==> config.mk <==
export PLATFORM = sky130hd
export DESIGN_NAME = bcd2bin_seq
export DESIGN_NICKNAME = d
export VERILOG_FILES = /design/src/rtl/bcd2bin_seq_pkg.sv /design/src/rtl/bcd2bin_seq_digit_adj.sv /design/src/rtl/bcd2bin_seq.sv
export SDC_FILE = /design/constraint.sdc
export NUM_CORES = 1
export LEC_CHECK = 0
export ABC_CLOCK_PERIOD_IN_PS = 1910
export BUFFER_PORTS_ARGS = -buffer_cell sky130_fd_sc_hd__buf_2
export CAP_MARGIN = 20
export CORE_ASPECT_RATIO = 0.6
export CORE_MARGIN = 2
export CORE_UTILIZATION = 55
export CTS_BUF_LIST = sky130_fd_sc_hd__clkbuf_2
export CTS_CLUSTER_SIZE = 30
export DETAILED_ROUTE_END_ITERATION = 10
export PLACE_DENSITY = 0.78
export SLEW_MARGIN = 40
export SYNTH_ARGS = -nofsm -noshare
export SYNTH_HDL_FRONTEND = slang
export SYNTH_SLANG_ARGS = --single-unit
==> constraint.sdc <==
create_clock -name clk -period 1.91 [get_ports clk]
set_input_delay 0.191 -clock clk [delete_from_list [all_inputs] [get_ports clk]]
set_output_delay 0.191 -clock clk [all_outputs]
set_load 0.005 [all_outputs]
==> src/rtl/bcd2bin_seq_pkg.sv <==
// Shared definitions for the sequential BCD-to-binary converter.
// Latency: none (types and constants only).
// Backpressure: not applicable.
package bcd2bin_seq_pkg;

  // Controller states; encodings are fixed so waveforms stay readable across builds
  typedef enum logic [1:0] {
    S_IDLE  = 2'd0,
    S_SHIFT = 2'd1,
    S_DONE  = 2'd2
  } state_e;

  // Largest legal BCD digit
  localparam logic [3:0] BCD_MAX = 4'd9;
  // Correction applied to a digit after each right shift
  localparam logic [3:0] BCD_ADJ = 4'd3;
  // Digit value at or above which the correction applies
  localparam logic [3:0] BCD_THR = 4'd8;

endpackage

==> src/rtl/bcd2bin_seq_digit_adj.sv <==
// Per-digit correction step of reverse double-dabble: d >= 8 -> d - 3.
// Latency: combinational.
// Backpressure: none.
module bcd_digit_adj
  import bcd2bin_seq_pkg::*;
(
  input  logic [3:0] d_i,
  output logic [3:0] d_o
);

  // 4-bit subtract, no carry out; only reached for 8..15 so it never wraps
  assign d_o = (d_i >= BCD_THR) ? (d_i - BCD_ADJ) : d_i;

endmodule

==> src/rtl/bcd2bin_seq.sv <==
// Sequential BCD-to-binary converter (reverse double-dabble, one bit per clock).
// Latency: done pulses W_BIN+1 cycles after the accepted start (11 for defaults).
// Backpressure: start only sampled in IDLE/DONE; ignored while busy, no queueing.
// Optional BCD_CHECK_EN: reject captured digits > 9 with err and a zero result.
module bcd2bin_seq
  import bcd2bin_seq_pkg::*;
#(
  parameter int N_DIG = 3,
  parameter int W_BIN = 10
) (
  input  logic               clk,
  input  logic               rst,
  input  logic               start,
  input  logic [4*N_DIG-1:0] bcd,
  output logic [W_BIN-1:0]   bin,
  output logic               busy,
  output logic               done,
  output logic               err
);

  localparam int CW = $clog2(W_BIN + 1);
  localparam int WB = 4 * N_DIG;
  localparam logic [CW-1:0] CNT_LAST = CW'(W_BIN - 1);

  state_e            state_q;
  logic [WB-1:0]     sr_bcd_q;
  logic [W_BIN-1:0]  sr_bin_q;
  logic [CW-1:0]     cnt_q;
  logic [W_BIN-1:0]  bin_q;
  logic              busy_q;
  logic              done_q;
  logic              err_q;

  logic [WB+W_BIN-1:0] cat_sh;
  logic [WB-1:0]       sh_bcd;
  logic [WB-1:0]       adj_bcd;
  logic [W_BIN-1:0]    sh_bin;
  logic                start_bad;

  // One right shift of the combined register: digit LSBs ripple into the next lower digit,
  // the lowest digit's LSB lands in the binary MSB
  assign cat_sh = {sr_bcd_q, sr_bin_q} >> 1;
  assign sh_bcd = cat_sh[WB+W_BIN-1:W_BIN];
  assign sh_bin = cat_sh[W_BIN-1:0];

  for (genvar g = 0; g < N_DIG; g++) begin : g_adj
    bcd_digit_adj u_adj (
      .d_i (sh_bcd[4*g +: 4]),
      .d_o (adj_bcd[4*g +: 4])
    );
  end

`ifdef BCD_CHECK_EN
  logic bcd_bad;

  // Flag any nibble outside 0..9 on the incoming digits
  always_comb begin
    bcd_bad = 1'b0;
    for (int i = 0; i < N_DIG; i++) begin
      if (bcd[4*i +: 4] > BCD_MAX) bcd_bad = 1'b1;
    end
  end

  assign start_bad = bcd_bad;
`else
  // Without checking, invalid nibbles are simply converted as-is
  assign start_bad = 1'b0;
`endif

  // Controller, shift datapath and registered outputs
  always_ff @(posedge clk or posedge rst) begin
    if (rst) begin
      state_q  <= S_IDLE;
      sr_bcd_q <= '0;
      sr_bin_q <= '0;
      cnt_q    <= '0;
      bin_q    <= '0;
      busy_q   <= 1'b0;
      done_q   <= 1'b0;
      err_q    <= 1'b0;
    end else begin
      case (state_q)
        S_IDLE, S_DONE: begin
          done_q <= 1'b0;
          if (start) begin
            sr_bcd_q <= bcd;
            sr_bin_q <= '0;
            cnt_q    <= '0;
            busy_q   <= 1'b1;
            err_q    <= start_bad;
            state_q  <= S_SHIFT;
          end else begin
            state_q  <= S_IDLE;
          end
        end
        S_SHIFT: begin
          if (err_q) begin
            // Rejected input: skip the shifting and report a zero result straight away
            bin_q   <= '0;
            busy_q  <= 1'b0;
            done_q  <= 1'b1;
            state_q <= S_DONE;
          end else begin
            sr_bcd_q <= adj_bcd;
            sr_bin_q <= sh_bin;
            cnt_q    <= cnt_q + CW'(1);
            if (cnt_q == CNT_LAST) begin
              bin_q   <= sh_bin;
              busy_q  <= 1'b0;
              done_q  <= 1'b1;
              state_q <= S_DONE;
            end
          end
        end
        default: state_q <= S_IDLE;
      endcase
    end
  end

  assign bin  = bin_q;
  assign busy = busy_q;
  assign done = done_q;
  assign err  = err_q;

endmodule
==> out/metrics.cfg, run 1 <==
[cts]
cts.sinks = 39
cts.reportedPaths.clkPinSlew_ns = 0.19
ctsLongestPathBuffers = 2
htreeDepth = 2
root_buffer = clkbuf_2
cts_made_buffers = 5
clk_latency_ns = 0.40
cts_tree = built

[synthesis]
synth_edf_count = 0
synth.most_common_cell = dfrtp_1
yosysUniqueCellTypes = 32
synth_warnings = 0
synth_top_area_share_pct = 56.1
ys.flop_type = dfrtp_1
ys_seq_elements = 39
synthTopCellsByArea = dfrtp_1 56%, mux2_4 6.0%, a22o_1 5.0%, ha_1 4.3%, nand2_1 3.0%
synth_area_mm2 = 0.00174
yosys-top-cells-count = 39 x dfrtp_1, 14 x nand2_1, 10 x a22o_1
async_flop_share_pct = 100
synth_area_leader_cell = dfrtp_1
yosysSeqAreaShare_pct = 56.1
synth.avg_cell_area_um2 = 12.2
syn-num-nets = 164
synthCells = 143

[layout]
layout.cells.non_filler = 229
final_nets = 207
drive_gt1_share_pct = 27.3
n_antenna_cell = 0
area_growth_pct = 22.6
seq_area_um2 = 976
multi_input_area_um2 = 683
fill_cells = 201

[timing]
slew_viol_final = 0
setup_viol = 0
fin_hold_ws_ns = 0.313
setup_tns_ns = 0
post-route-min-period_ns = 1.61
fmax_mhz = 619
clock_skew_ns = 0.0271
fin_crit_sh_pct = 84.5
finalHoldViolations = 0
rsz0062_at_grt = false

[placement]
dp.final_hpwl_um = 2220
dp_cells = 208
port-buffer-count = 26
gp_congestion = 0.807

[outcome]
outcome = finished clean

[grt]
antenna_found_initial = 0
grt_pass1_wl_um = 5660
grt_start_max_net_pins = 40
grt_util_all_layers_pct = 21.4
grt_pass1_vias = 1136
globalRouteOverflowTotal = 0

[drt]
routed_wl_um = 3570
wl_per_cell_um = 15.6
dr.pass1.iters = 4
drc_errors = 0
vias_per_cell = 5.35
vias = 1226
drtAntennaViolNets = 0
drtIter0Drc = 96

[worst_setup_path]
cp-start-kind = register
crit_type = register to register
crit_path_end_kind = register
worstPathRequired_ns = 2.20
path_max_fanout = 13
crit_arrival_ns = 1.90

[die]
die_y_um = 47.6
ios = 28
core_mm2 = 0.00295
dieArea_mm2 = 0.00364
initial_utilization_pct = 59.0
core.rowCount = 15
die_w_um = 76.6

[worst_hold_path]
min_path_type = primary input to register

[power]
ir_worst_vdd_mv = 0.855
power.leakage_uw = 0.00105
p_per_area_mw_per_mm2 = 1620

[run]
drv_cap = 0

==> layer usage <==
metal	GRT usage [%]	wire, um	vias up
li1	-	-	589
met1	28.3	1610	586
met3	9.06	262	2
met4	6.18	8	0
met2	33.6	1690	49
met5	0	0	-
==> layout by cell type (no fill, tap or decap), types with 2 or more instances in the layout <==
cell | synthesis | layout
dfrtp_1 | 39 | 39
buf_2 | 4 | 26
nand2_1 | 14 | 14
dlygate4sd3_1 | 0 | 13
a22o_1 | 10 | 10
mux2_4 | 7 | 7
nand3_1 | 7 | 7
nor2_1 | 7 | 7
inv_1 | 6 | 6
ha_1 | 6 | 6
buf_4 | 1 | 6
clkbuf_2 | 0 | 5
nor2b_1 | 4 | 4
xnor2_1 | 4 | 4
o21ai_0 | 3 | 3
a22oi_1 | 3 | 3
mux2_2 | 3 | 3
nand2b_1 | 2 | 2
a221o_1 | 2 | 2
o211a_1 | 2 | 2
a31oi_1 | 2 | 2
o211ai_1 | 2 | 2
a311oi_1 | 2 | 2
o22ai_1 | 2 | 2
bufinv_16 | 0 | 2
==> power breakdown <==
group	leakage (uW)	total, uW	switching (uW)	internal (uW)
logic	0.000513	1310	610	696
clock network	0.0000492	629	278	352
registers	0.000489	1520	327	1190
total	0.00105	3460	1210	2240
==> worst max-delay path, cell delays in order, from the launching register on <==
cell and delay [ns]:
dfrtp_1 0.46, inv_1 0.08, ha_1 0.14, nand2_1 0.09, nor3_4 0.12, buf_4 0.26, mux2_2 0.36
==> timing repair <==
| action | in CTS | in global routing |
|---|---|---|
| resized for setup | 0 | 0 |
| hold buffers | 5 | 8 |
| buffers inserted | 0 | 0 |
| endpoints found under the hold margin | 43 | 8 |
==> worst paths after layout <==
check / from / endpoint / slack, ns / cells after the start
setup / recovery: cnt_q[1] / bin[6] / 0.30 / 6
hold / removal: start / state_q[0] / 0.31 / 3
setup reg to reg: cnt_q[1] / bin[6] / 0.30 / 6
hold reg to reg: cnt_q[3] / cnt_q[3] / 0.50 / 1
max in group asynchronous: rst / bin[5] / 1.15 / 4
min in group asynchronous: rst / busy / 0.40 / 4
==> through the flow <==
| step | utilization (%) | total power (uW) | setup slack (ns) | cell area (um2) |
|---|---|---|---|---|
| 2_1_floorplan | - | 2420 | 0.451 | 1740 |
| 3_3_place_gp | 64.8 | 2710 | 0.431 | 1910 |
| 3_5_place_dp | 64.8 | 2800 | 0.320 | 1910 |
| 4_1_cts | 69.6 | 3450 | 0.294 | 2050 |
| 5_1_grt | 72.4 | 3710 | 0.209 | 2130 |
| 6_report | 72.4 | 3460 | 0.295 | 2130 |
==> state kept, by name (all words and copies together), names as in the netlist <==
name      flops
cnt_q         4
bin          10
state_q       2
sr_bin_q      9
sr_bcd_q     12
done          1
busy          1
==> cell families after synthesis <==
logic type / Yosys count / synth area share (%)
simple gates: 37 / 10.4
fa+ha+maj: 6 / 4.32
other cells: 1 / 0.216
xor+xnor: 4 / 2.01
mux: 11 / 8.56
compound gates: 30 / 13.7
flops: 39 / 56.1
buf+inv: 15 / 4.60
==> layout make-up <==
| class | instances | area share [%] |
|---|---|---|
| Sequential cell | 39 | 45.8 |
| Multi-Input combinational cell | 89 | 32.0 |
| Timing Repair Buffer | 45 | 14.3 |
| Clock inverter | 3 | 3.17 |
| Tap cell | 42 | 2.46 |
| Clock buffer | 5 | 1.17 |
| Inverter | 6 | 1.06 |
Note: power is estimated with default switching activity, not from simulation.
==> inputs of run 2 (changes only) <==
--- a/config.mk
+++ b/config.mk
@@ -5,7 +5,7 @@
 export SDC_FILE = /design/constraint.sdc
 export NUM_CORES = 1
 export LEC_CHECK = 0
-export ABC_CLOCK_PERIOD_IN_PS = 1910
+export ABC_CLOCK_PERIOD_IN_PS = 1700
 export BUFFER_PORTS_ARGS = -buffer_cell sky130_fd_sc_hd__buf_2
 export CAP_MARGIN = 20
 export CORE_ASPECT_RATIO = 0.6
==> constraint.sdc (replaced) <==
create_clock -name clk -period 1.7 [get_ports clk]
set_input_delay 0.17 -clock clk [delete_from_list [all_inputs] [get_ports clk]]
set_output_delay 0.17 -clock clk [all_outputs]
set_load 0.005 [all_outputs]
==> out/metrics.cfg, run 2 (same netlist as run 1, synthesis figures left out) <==
[timing]
fmax_mhz = 640  ; was 619 MHz
slew_viol_final = 0  ; unchanged
max_slew.worst_pin.slew_ns = 0.532
finalHoldViolations = 0  ; unchanged
setup_tns_ns = 0  ; unchanged
fin_crit_sh_pct = 91.9  ; was 84.5%
setup_viol = 0  ; unchanged
rsz0062_at_grt = false  ; unchanged
clock_skew_ns = 0.0145  ; was 0.0271 ns
slew_headroom_pct = 64.5
post-route-min-period_ns = 1.56  ; was 1.61 ns

[grt]
antenna_found_initial = 0  ; unchanged
globalRouteOverflowTotal = 0  ; unchanged
grt_pass1_vias = 1158  ; was 1136
grt_util_all_layers_pct = 21.3  ; was 21.4%
grt_start_max_net_pins = 40  ; unchanged
grt_pass1_wl_um = 5700  ; was 5660 um

[cts]
cts_tree = built  ; unchanged
hold_buffers = 6  ; was 5
root_buffer = clkbuf_2  ; unchanged
htreeDepth = 2  ; unchanged
post-cts-setup-buffers = 0  ; unchanged
clk_latency_ns = 0.40  ; about the same
cts_made_buffers = 5  ; unchanged
ctsLongestPathBuffers = 2  ; unchanged
cts.reportedPaths.clkPinSlew_ns = 0.20  ; was 0.19 ns
cts.sinks = 39  ; unchanged
postCtsResizedCells = 0  ; unchanged

[worst_setup_path]
crit_type = register to register  ; unchanged
worstPathRequired_ns = 2.00  ; was 2.20 ns
crit_path_end_kind = register  ; unchanged
r2r-end = bin[5]  ; was bin[6]
path_max_fanout = 13  ; unchanged
rr_startpoint = cnt_q[1]  ; unchanged
reg2regPathDepth = 6  ; unchanged
crit_arrival_ns = 1.87  ; was 1.90 ns
r2r_setup_slack_ns = 0.14  ; was 0.30 ns
cp-start-kind = register  ; unchanged

[drt]
vias = 1225  ; was 1226
drtIter0Drc = 115  ; was 96
dr.pass1.iters = 6  ; was 4
vias_per_cell = 5.44  ; was 5.35
routed_wl_um = 3510  ; was 3570 um
drtAntennaViolNets = 0  ; unchanged
wl_per_cell_um = 15.6  ; about the same
drc_errors = 0  ; unchanged

[layout]
top_register = sr_bcd_q  ; unchanged
mostFrequentLayoutCells = 39 x dfrtp_1, 26 x buf_2, 14 x nand2_1, 10 x a22o_1, 9 x dlygate4sd3_1  ; was 39 x dfrtp_1, 26 x buf_2, 14 x nand2_1, 13 x dlygate4sd3_1, 10 x a22o_1
area_growth_pct = 18.0  ; was 22.6%
seq_area_um2 = 976  ; unchanged
multi_input_area_um2 = 683  ; unchanged
final_nets = 203  ; was 207
largest_reg_flops = 12  ; unchanged
fin_area_mm2 = 0.00205  ; was 0.00213 mm2
layout_commonest_cell = dfrtp_1  ; unchanged
drive_gt1_share_pct = 27.9  ; was 27.3%
fill_cells = 225  ; was 201
n_antenna_cell = 0  ; unchanged

[die]
dieArea_mm2 = 0.00364  ; unchanged
initial_utilization_pct = 59.0  ; unchanged
core_mm2 = 0.00295  ; unchanged
core.rowCount = 15  ; unchanged
die_w_um = 76.6  ; unchanged
die_y_um = 47.6  ; unchanged
ios = 28  ; unchanged

[placement]
gp_congestion = 0.805  ; was 0.807
place_area_mm2 = 0.00192  ; was 0.00191 mm2
dp.final_hpwl_um = 2320  ; was 2220 um
port-buffer-count = 26  ; unchanged

[worst_hold_path]
min_path_type = primary input to register  ; unchanged
min_path_cells = 3  ; unchanged
min_to = sr_bcd_q[1]  ; was state_q[0]
hold_path_startpoint = bcd[1]  ; was start

[power]
p_per_area_mw_per_mm2 = 1740  ; was 1620 mW/mm2
ir_worst_vdd_mv = 0.844  ; was 0.855 mV
power.leakage_uw = 0.00102  ; was 0.00105 uW
finalPower_uw = 3580  ; was 3460 uW

[outcome]
outcome = finished clean  ; unchanged

[run]
drv_cap = 0  ; unchanged

-- run 2: changes by cell type in the layout (fill, tap and decap cells not counted), sizes merged --
cell | previous run | this run
clkinvlp | 1 | 0
dlygate4sd3 | 13 | 9
bufinv | 2 | 0
clkinv | 0 | 3
-- run 2: cell type report --
cell class / count / share of cell area [%]
Tap cell: 42 / 2.56
Multi-Input combinational cell: 89 / 33.3
Sequential cell: 39 / 47.6
Timing Repair Buffer: 41 / 13.5
Clock inverter: 3 / 0.732
Clock buffer: 5 / 1.22
Inverter: 6 / 1.10
-- run 2: stage by stage --
stage                     hold WS, ns  util [%]  cells  worst slack [ns]
after floorplan                 0.298         -    143             0.241
after global placement          0.300      65.2    208             0.265
after detailed placement        0.317      65.2    208             0.191
after CTS                    0.000664      68.6    222             0.151
after global routing           0.0176      69.6    225            0.0637
final                          0.0108      69.6    225             0.138
-- run 2: worst max-delay path by stage --
stage | from | to | slack [ns] | cells past startpoint
floorplan | state_q[1] | bin[0] | 0.24 | 5
global placement | cnt_q[1] | bin[5] | 0.26 | 6
detailed placement | cnt_q[1] | bin[5] | 0.19 | 6
CTS | cnt_q[1] | bin[5] | 0.15 | 6
global route | cnt_q[1] | bin[5] | 0.06 | 6
finish | cnt_q[1] | bin[5] | 0.14 | 6
-- run 2: power breakdown --
part | switching (uW) | internal (uW) | leakage, uW
Sequential | 372 | 1340 | 0.000489
Combinational | 674 | 780 | 0.000499
Clock | 313 | 94.4 | 0.0000325
-- run 2: routing by layer --
metal  vias to the layer above  wire length, um  track usage [%]  part of all wire, %
met2                        50             1490             32.2                   42
li1                        579                -                -                    -
met4                         0               63             9.82                  1.8
met1                       586             1720             29.4                   49
met5                         -                0                0                    0
met3                        10              234             6.60                  6.7
-- run 2: worst max-delay path: stages (launching register included) --
cell and delay (ns):
dfrtp_1 0.46, inv_1 0.07, ha_1 0.14, nand2_1 0.10, nor3_4 0.17, buf_12 0.18, mux2_2 0.34
